## config.mk

```make
export PLATFORM = sky130hd
export DESIGN_NAME = regfile_clk_en_rp
export DESIGN_NICKNAME = d
export VERILOG_FILES = /design/src/rtl/regfile_clk_en_rp.sv
export SDC_FILE = /design/constraint.sdc
export NUM_CORES = 1
export LEC_CHECK = 0
export CAP_MARGIN = 10
export CORE_UTILIZATION = 45
export DETAILED_ROUTE_END_ITERATION = 7
export PLACE_DENSITY = 0.74
export SYNTH_ARGS = -nofsm -noshare
export SYNTH_HDL_FRONTEND = slang
export SYNTH_SLANG_ARGS = --single-unit
```

## constraint.sdc

```tcl
create_clock -name clk -period 3.25 [get_ports clk]
set_input_delay 0.975 -clock clk [delete_from_list [all_inputs] [get_ports clk]]
set_output_delay 0.975 -clock clk [all_outputs]
set_load 0.03 [all_outputs]
```

## src/rtl/regfile_clk_en_rp.sv

```systemverilog
// Clock-enabled register bank: one write port and two registered read ports.
// Supports an optional hardwired-zero R0, write-to-read bypass and a synchronous clear.
module regfile_clk_en_rp #(
   parameter int unsigned WIDTH   = 16,
   parameter int unsigned DEPTH   = 8,
   parameter int unsigned AW      = 3,
   parameter int unsigned ZERO_R0 = 1,
   parameter int unsigned BYPASS  = 1
) (
   input  logic             clk,
   input  logic             CLR,
   input  logic             clk_en,
   input  logic             we,
   input  logic [AW-1:0]    waddr,
   input  logic [WIDTH-1:0] wdata,
   input  logic [AW-1:0]    raddr_a,
   input  logic [AW-1:0]    raddr_b,
   output logic [WIDTH-1:0] rdata_a,
   output logic [WIDTH-1:0] rdata_b
);

   logic [WIDTH-1:0] mem_q [DEPTH];
   logic [WIDTH-1:0] mem_d [DEPTH];
   logic [WIDTH-1:0] rdata_a_q, rdata_a_d;
   logic [WIDTH-1:0] rdata_b_q, rdata_b_d;
   logic             wr_en_c;

   // An address is backed by storage only if in range and not the hardwired zero.
   function automatic logic addr_live(input logic [AW-1:0] a);
      return (32'(a) < DEPTH) && !((ZERO_R0 != 0) && (a == '0));
   endfunction

   function automatic logic [WIDTH-1:0] read_word(input logic [AW-1:0] ra);
      logic [WIDTH-1:0] val;
      val = '0;
      if (addr_live(ra)) begin
         if ((BYPASS != 0) && wr_en_c && (waddr == ra)) begin
            val = wdata;
         end else begin
            for (int unsigned i = 0; i < DEPTH; i++) begin
               if (ra == AW'(i)) val = mem_q[i];
            end
         end
      end
      return val;
   endfunction

   assign wr_en_c = we && addr_live(waddr);

   always_comb begin
      mem_d     = mem_q;
      rdata_a_d = rdata_a_q;
      rdata_b_d = rdata_b_q;
      if (clk_en) begin
         for (int unsigned i = 0; i < DEPTH; i++) begin
            if (wr_en_c && (waddr == AW'(i))) mem_d[i] = wdata;
         end
         rdata_a_d = read_word(raddr_a);
         rdata_b_d = read_word(raddr_b);
      end
   end

   // CLR wins over clk_en, so a write in a clearing cycle is dropped.
   always_ff @(posedge clk) begin
      if (CLR) begin
         for (int unsigned i = 0; i < DEPTH; i++) mem_q[i] <= '0;
         rdata_a_q <= '0;
         rdata_b_q <= '0;
      end else begin
         mem_q     <= mem_d;
         rdata_a_q <= rdata_a_d;
         rdata_b_q <= rdata_b_d;
      end
   end

   assign rdata_a = rdata_a_q;
   assign rdata_b = rdata_b_q;

endmodule

```

==> summary.txt, run 1 <==
Synthesis
  • Synthesized cell area: 7310 um^2
  • Post-synthesis cell count: 928
  • Syn Area/Cell: between 7 and 8 um^2
  • Top cell type's share of synthesized area: 39.4%
  • Yosys cell types: between 40 and 50
  • Syn. warnings: 0
  • Async SR Flop Fraction: 0%
  • Area contributors post-synth: dfxtp_1 39%, nand2_1 11%, mux2i_1 9.7%
  • Post-Syn Nets: 957
  • Post-synthesis register bit count: around 140
  • Synth Flop Type: dfxtp_1
  • Area leader, netlist: dfxtp_1
  • Post-synthesis sequential area ratio: 39.4%
  • Post-synth EDFFs: 0

Route
  • Routed Antenna Nets: 0
  • Pre-Repair DR Iteration Count: 5
  • Post-DR vias/cell: 6.01
  • Detailed-route via count: slightly above 7k
  • Post-route DRC: 0
  • DR WL/cell: ~20 um
  • Initial DRC count: 964
  • Routed WL: 23800 um

Critical path
  • Worst R2R Path Depth: 4
  • Crit path from: raddr_a[2]
  • CP Class: input pin to flip-flop
  • Worst Path Arrival: approximately 3100 ps
  • Crit. End Element: flip-flop
  • Max FO, Critical Path: 13
  • Reg-to-Reg Start: mem_q[101]
  • Reg2Reg Setup Slack: 1740 ps
  • Critical Path RT: about 3600 ps
  • Critical Path Start Type: input pin

Timing
  • Max-slew violations: 0
  • RSZ-0062 raised after global routing: false
  • Setup TNS: 0 ps
  • Final-report hold violation count: 0
  • Peak Freq: 0.365 GHz
  • Max Clock Skew: 7.51 ps
  • Hold_ws: 445 ps
  • Final setup fails: 0
  • Min Tclk post-route: 2740 ps
  • Headroom to the max-slew limit: 27.8%
  • Final Cycle Share: between 80% and 90%
  • Worst Max-Slew Pin Slew: 1080 ps

Clock network
  • Post-CTS setup buffers: 0
  • PostCTS Resize Cnt: 0
  • Clock Tree Buf Depth: 2
  • Hold_buf cts: 0
  • Num Clock Sinks: 144
  • TritonCTS clock tree: yes
  • Worst-path clk slew: roughly 60 ps
  • Cts bufs inserted: 17
  • Clock latency on the worst-skew pair: 440 ps
  • H-tree Lvls: 4
  • Clock root buffer: clkbuf_16

GRT
  • Initial antenna violation count: 0
  • First-pass GRT wire length: 37200 um
  • Largest net degree at the start of global routing: about 110
  • Number of global-route vias before repair: 6651
  • GRT Overall Usage: 29.4%
  • Grt ovf: 0

Power and ir drop
  • Total chip power: 4430 uW
  • Maximum vdd drop: 0.415 mV
  • Pwr per Cell Area: a little over 500 nW/um^2
  • Pleak: 0.00298 uW

Floorplanning
  • Die X: 129 um
  • Row Count: 46
  • Core area: 15900 um^2
  • Die area: 16800 um^2
  • Initial Util: about 46%
  • Die H: 129 um
  • I/O pin total: a little over 60

Final layout
  • Diode count: 0
  • Fin cells: between 1k and 1.5k
  • Most frequent cells in the layout: 219 x nand2_1, 144 x dfxtp_1, 122 x a21oi_1
  • Nets: 982
  • Synth-to-layout area growth: 19.1%
  • Final core occ: 54.8%
  • Commonest non-fill, non-tap cell in the layout: nand2_1
  • Layout cell share with drive strength beyond 1: 10.3%

Placed design
  • RD Place Congestion: ~0.9
  • Placed Cells: 1150
  • Post-DP HPWL: 15300 um
  • Port buffer count: 60

Worst hold path
  • Hold-critical path depth: 2
  • Hold WC Path Type: flip-flop to flip-flop
  • Hold Startpoint: rdata_b[1]

Run
  • MaxCap Viol Count: 0

Run status
  • Status: finished, final reports clean
==> Yosys cell counts (6+ instances only) <==
library cell / instances
clkbuf_1: 47
and3_1: 6
a221oi_1: 26
nor2_1: 45
o21ai_1: 11
mux2i_1: 71
nand2_1: 219
dfxtp_1: 144
o211ai_1: 6
nor2b_1: 11
o21ai_0: 62
a211oi_1: 6
nor3_1: 12
a21oi_1: 122
a2bb2oi_1: 22
nor3b_1: 11
buf_4: 8
buf_2: 33
==> state kept, by name (all words and copies together), names as in the netlist <==
register and count:
mem_q 112, rdata_a 16, rdata_b 16
==> where the power goes <==
group,switching [uW],internal [uW],total [uW]
clock network,759,1340,2100
registers,26.2,1800,1830
logic,321,188,509
total,1110,3330,4430
==> worst max-delay path: stages <==
cell and delay [ps]:
clkdlybuf4s50_1 540, nor2b_1 840, buf_4 290, a221oi_1 90
a21oi_1 180, nor3_1 60, o21ai_0 130
==> path summary, 6_finish.rpt <==
check / to
max: rdata_a[1]
min: rdata_b[1]
max reg2reg: rdata_a[5]
min reg2reg: rdata_b[1]
==> per-layer routing <==
metal	track usage, %	vias up	wire length [um]
met5	0	-	0
met4	15.4	0	949
met3	6.40	76	2240
met2	45.5	415	10700
met1	38.4	3318	9860
li1	-	3293	-
==> cell families (layout without fill, tap and decap cells) <==
group	Yosys count	in the layout	synth area share (%)
buffers and inverters	95	132	6.26
muxes	78	78	11.1
xor gates and xnor gates	4	4	0.479
AOI/OAI and AO/OA	278	278	23.5
and+or+nand+nor	329	329	19.3
DFF	144	144	39.4
==> area by class of cell <==
type	instances	area, um^2
inverters	1	3.75
repair buffers	100	941
flip-flops and latches	144	2880
clock inverters	10	159
well taps	216	270
clock buffers	21	470
multi-input cells	689	3980
fillers	1465	7180
==> stage by stage <==
stage	area (um^2)	setup WS (ps)
floorplan	7310	1040
global placement	8080	103
detailed placement	8080	58.6
CTS	8710	501
global route	8710	333
finish	8710	507
Note: power is estimated with default switching activity, not from simulation.
==> run 2, diff against run 1 <==
Settings changed: PLACE_DENSITY 0.74 to 0.77.
Clock period 3.25 ns to 2.4 ns, I/O delays scaled along.
==> summary.txt, run 2 (synthesis results as in run 1) <==
Critical path
  • CP delay by family, top: buffers and inverters (was simple AND/OR/NAND/NOR gates)
  • Reg2Reg Setup Slack: 900 ps (was 1740 ps)
  • Max FO, Critical Path: 2 (was 13)
  • Worst Path Arrival: 1540 ps (was 3110 ps)
  • Critical Path RT: 1680 ps (was 3610 ps)
  • Worst Path Buf+Inv: 1 (was 2)
  • Critical path, cell by cell: clkdlybuf4s50_1 (was clkdlybuf4s50_1, nor2b_1, buf_4, a221oi_1, a21oi_1, nor3_1, o21ai_0)
  • CP Class: flip-flop to primary output (was input pin to flip-flop)
  • Crit. End Element: primary output (was flip-flop)
  • Worst R2R Path Depth: 4 (unchanged)
  • Critical Path Start Type: flip-flop (was input pin)
  • CP max stage cell: clkdlybuf4s50_1 (was nor2b_1)
  • Crit path from: rdata_b[6] (was raddr_a[2])
  • Reg-to-Reg Start: mem_q[69] (was mem_q[101])
  • Critical R2R Capture: rdata_a[5] (unchanged)
  • Max stage delay on crit path: 700 ps (was 840 ps)

Clock network
  • PostCTS Resize Cnt: 0 (unchanged)
  • Post-CTS setup buffers: 0 (unchanged)
  • H-tree Lvls: 4 (unchanged)
  • Cts bufs inserted: 17 (unchanged)
  • Num Clock Sinks: 144 (unchanged)
  • Clock Tree Buf Depth: 2 (unchanged)
  • Clock latency on the worst-skew pair: 430 ps (was 440 ps)
  • Clock root buffer: clkbuf_16 (unchanged)
  • Hold_buf cts: 0 (unchanged)
  • Worst-path clk slew: 60 ps (about the same)
  • TritonCTS clock tree: yes (unchanged)

Power and ir drop
  • Pwr per Cell Area: 673 nW/um^2 (was 509 nW/um^2)
  • Pleak: 0.00323 uW (was 0.00298 uW)
  • Total chip power: 6200 uW (was 4430 uW)
  • Maximum vdd drop: 0.500 mV (was 0.415 mV)

GRT
  • Number of global-route vias before repair: 6912 (was 6651)
  • GR met1 Demand/Resource: 38.2% (was 38.4%)
  • Met3 Resource Use GR: 6.15% (was 6.40%)
  • Most used routing layer: met2 (unchanged)
  • Largest net degree at the start of global routing: 93 (was 105)
  • Met2 Use GR: 44.4% (was 45.5%)
  • GRT Overall Usage: 29.2% (was 29.4%)
  • Initial antenna violation count: 0 (unchanged)
  • First-pass GRT wire length: 37100 um (was 37200 um)
  • Grt ovf: 0 (unchanged)

Floorplanning
  • Row Count: 46 (unchanged)
  • Die H: 129 um (unchanged)
  • I/O pin total: 61 (unchanged)
  • Core area: 15900 um^2 (unchanged)
  • Die X: 129 um (unchanged)
  • Initial Util: 46.0% (unchanged)
  • Die area: 16800 um^2 (unchanged)

Route
  • Post-route DRC: 0 (unchanged)
  • Initial DRC count: 938 (was 964)
  • Pre-Repair DR Iteration Count: 6 (was 5)
  • Detailed-route via count: 7390 (was 7102)
  • Routed Antenna Nets: 0 (unchanged)
  • Routed WL: 24000 um (was 23800 um)
  • DR WL/cell: 19.6 um (was 20.1 um)
  • Post-DR vias/cell: 6.04 (was 6.01)

Worst hold path
  • WHS Endpoint: rdata_a[11] (was rdata_b[1])
  • Hold-critical path depth: 2 (unchanged)
  • Hold WC Path Type: flip-flop to flip-flop (unchanged)
  • Hold Startpoint: rdata_a[11] (was rdata_b[1])

Placed design
  • RD Place Congestion: 0.930 (was 0.900)
  • Post-DP HPWL: 15900 um (was 15300 um)
  • Port buffer count: 60 (unchanged)

Final layout
  • Max FFs per register: 112 (unchanged)
  • Diode count: 0 (unchanged)
  • Most flop-heavy register: mem_q (unchanged)
  • Synth-to-layout area growth: 25.9% (was 19.1%)
  • Fill count: 1405 (was 1465)
  • Nets: 1024 (was 982)
  • Layout cell share with drive strength beyond 1: 14.1% (was 10.3%)
  • Most frequent cells in the layout: 219 x nand2_1, 144 x dfxtp_1, 122 x a21oi_1 (unchanged)
  • Commonest non-fill, non-tap cell in the layout: nand2_1 (unchanged)

Timing
  • Final-report hold violation count: 0 (unchanged)
  • Final setup fails: 0 (unchanged)
  • Hold_ws: 450 ps (was 445 ps)
  • Max-slew violations: 0 (unchanged)
  • Headroom to the max-slew limit: 65.3% (was 27.8%)
  • Max Clock Skew: 6.88 ps (was 7.51 ps)
  • Peak Freq: 0.442 GHz
  • Min Tclk post-route: 2260 ps
  • Final Cycle Share: 94.2%
  • Worst Max-Slew Pin Slew: 519 ps (was 1080 ps)
  • RSZ-0062 raised after global routing: false (unchanged)

Run status
  • Status: finished, final reports clean (unchanged)

Run
  • MaxCap Viol Count: 0 (unchanged)
run 2: cell types whose count changed in the layout (fill, tap and decap cells not counted), moves of 2 or more:
cell      change
inv_6         +2
buf_12       +13
clkbuf_8      -2
buf_4        +29
run 2: area by class of cell:
type | instances | area, um^2 | share of cell area, %
Clock buffer | 19 | 443 | 4.81
Sequential cell | 144 | 2880 | 31.3
Tap cell | 216 | 270 | 2.93
Clock inverter | 13 | 209 | 2.27
Inverter | 1 | 3.75 | 0.0408
Timing Repair Buffer | 142 | 1420 | 15.4
Multi-Input combinational cell | 689 | 3980 | 43.2
run 2: how the worst max path moves through the flow:
stage / to / depth (start not counted)
2_1_floorplan: rdata_a[0] / 7
3_3_place_gp: mem_q[108] / 6
3_5_place_dp: rdata_b[9] / 7
4_1_cts: rdata_b[12] / 1
5_1_grt: mem_q[109] / 6
6_report: rdata_b[6] / 1
run 2: routing by layer:
layer / part of all wire, % / up-vias / wire length [um]
met2: 45 / 492 / 10800
met3: 11 / 89 / 2520
li1: - / 3380 / -
met5: 0 / - / 0
met1: 40 / 3429 / 9650
met4: 4.4 / 0 / 1060
run 2: report_power, final:
group / switching, uW / internal, uW / leakage [uW]
clock: 1080 / 1880 / 0.000310
sequential: 35.8 / 2440 / 0.00116
combinational: 451 / 312 / 0.00176
run 2: per-stage QoR:
| step | instance area (um^2) | instances | setup TNS [ps] | util (%) | worst slack (ps) |
|---|---|---|---|---|---|
| after CTS | 9210 | 1224 | 0 | 58.0 | 152 |
| after global routing | 9210 | 1224 | 0 | 58.0 | 119 |
| after floorplan | 7310 | 928 | 0 | - | 447 |
| final | 9210 | 1224 | 0 | 58.0 | 139 |
| after detailed placement | 8560 | 1192 | -6570 | 53.9 | -181 |
| after global placement | 8560 | 1192 | -3030 | 53.9 | -125 |
==> run 3, diff against run 2 <==
Settings changed: SKIP_CTS_REPAIR_TIMING from default to 1.
==> results of run 3 <==
Final layout, timing and power as in run 2 (identical DEF).
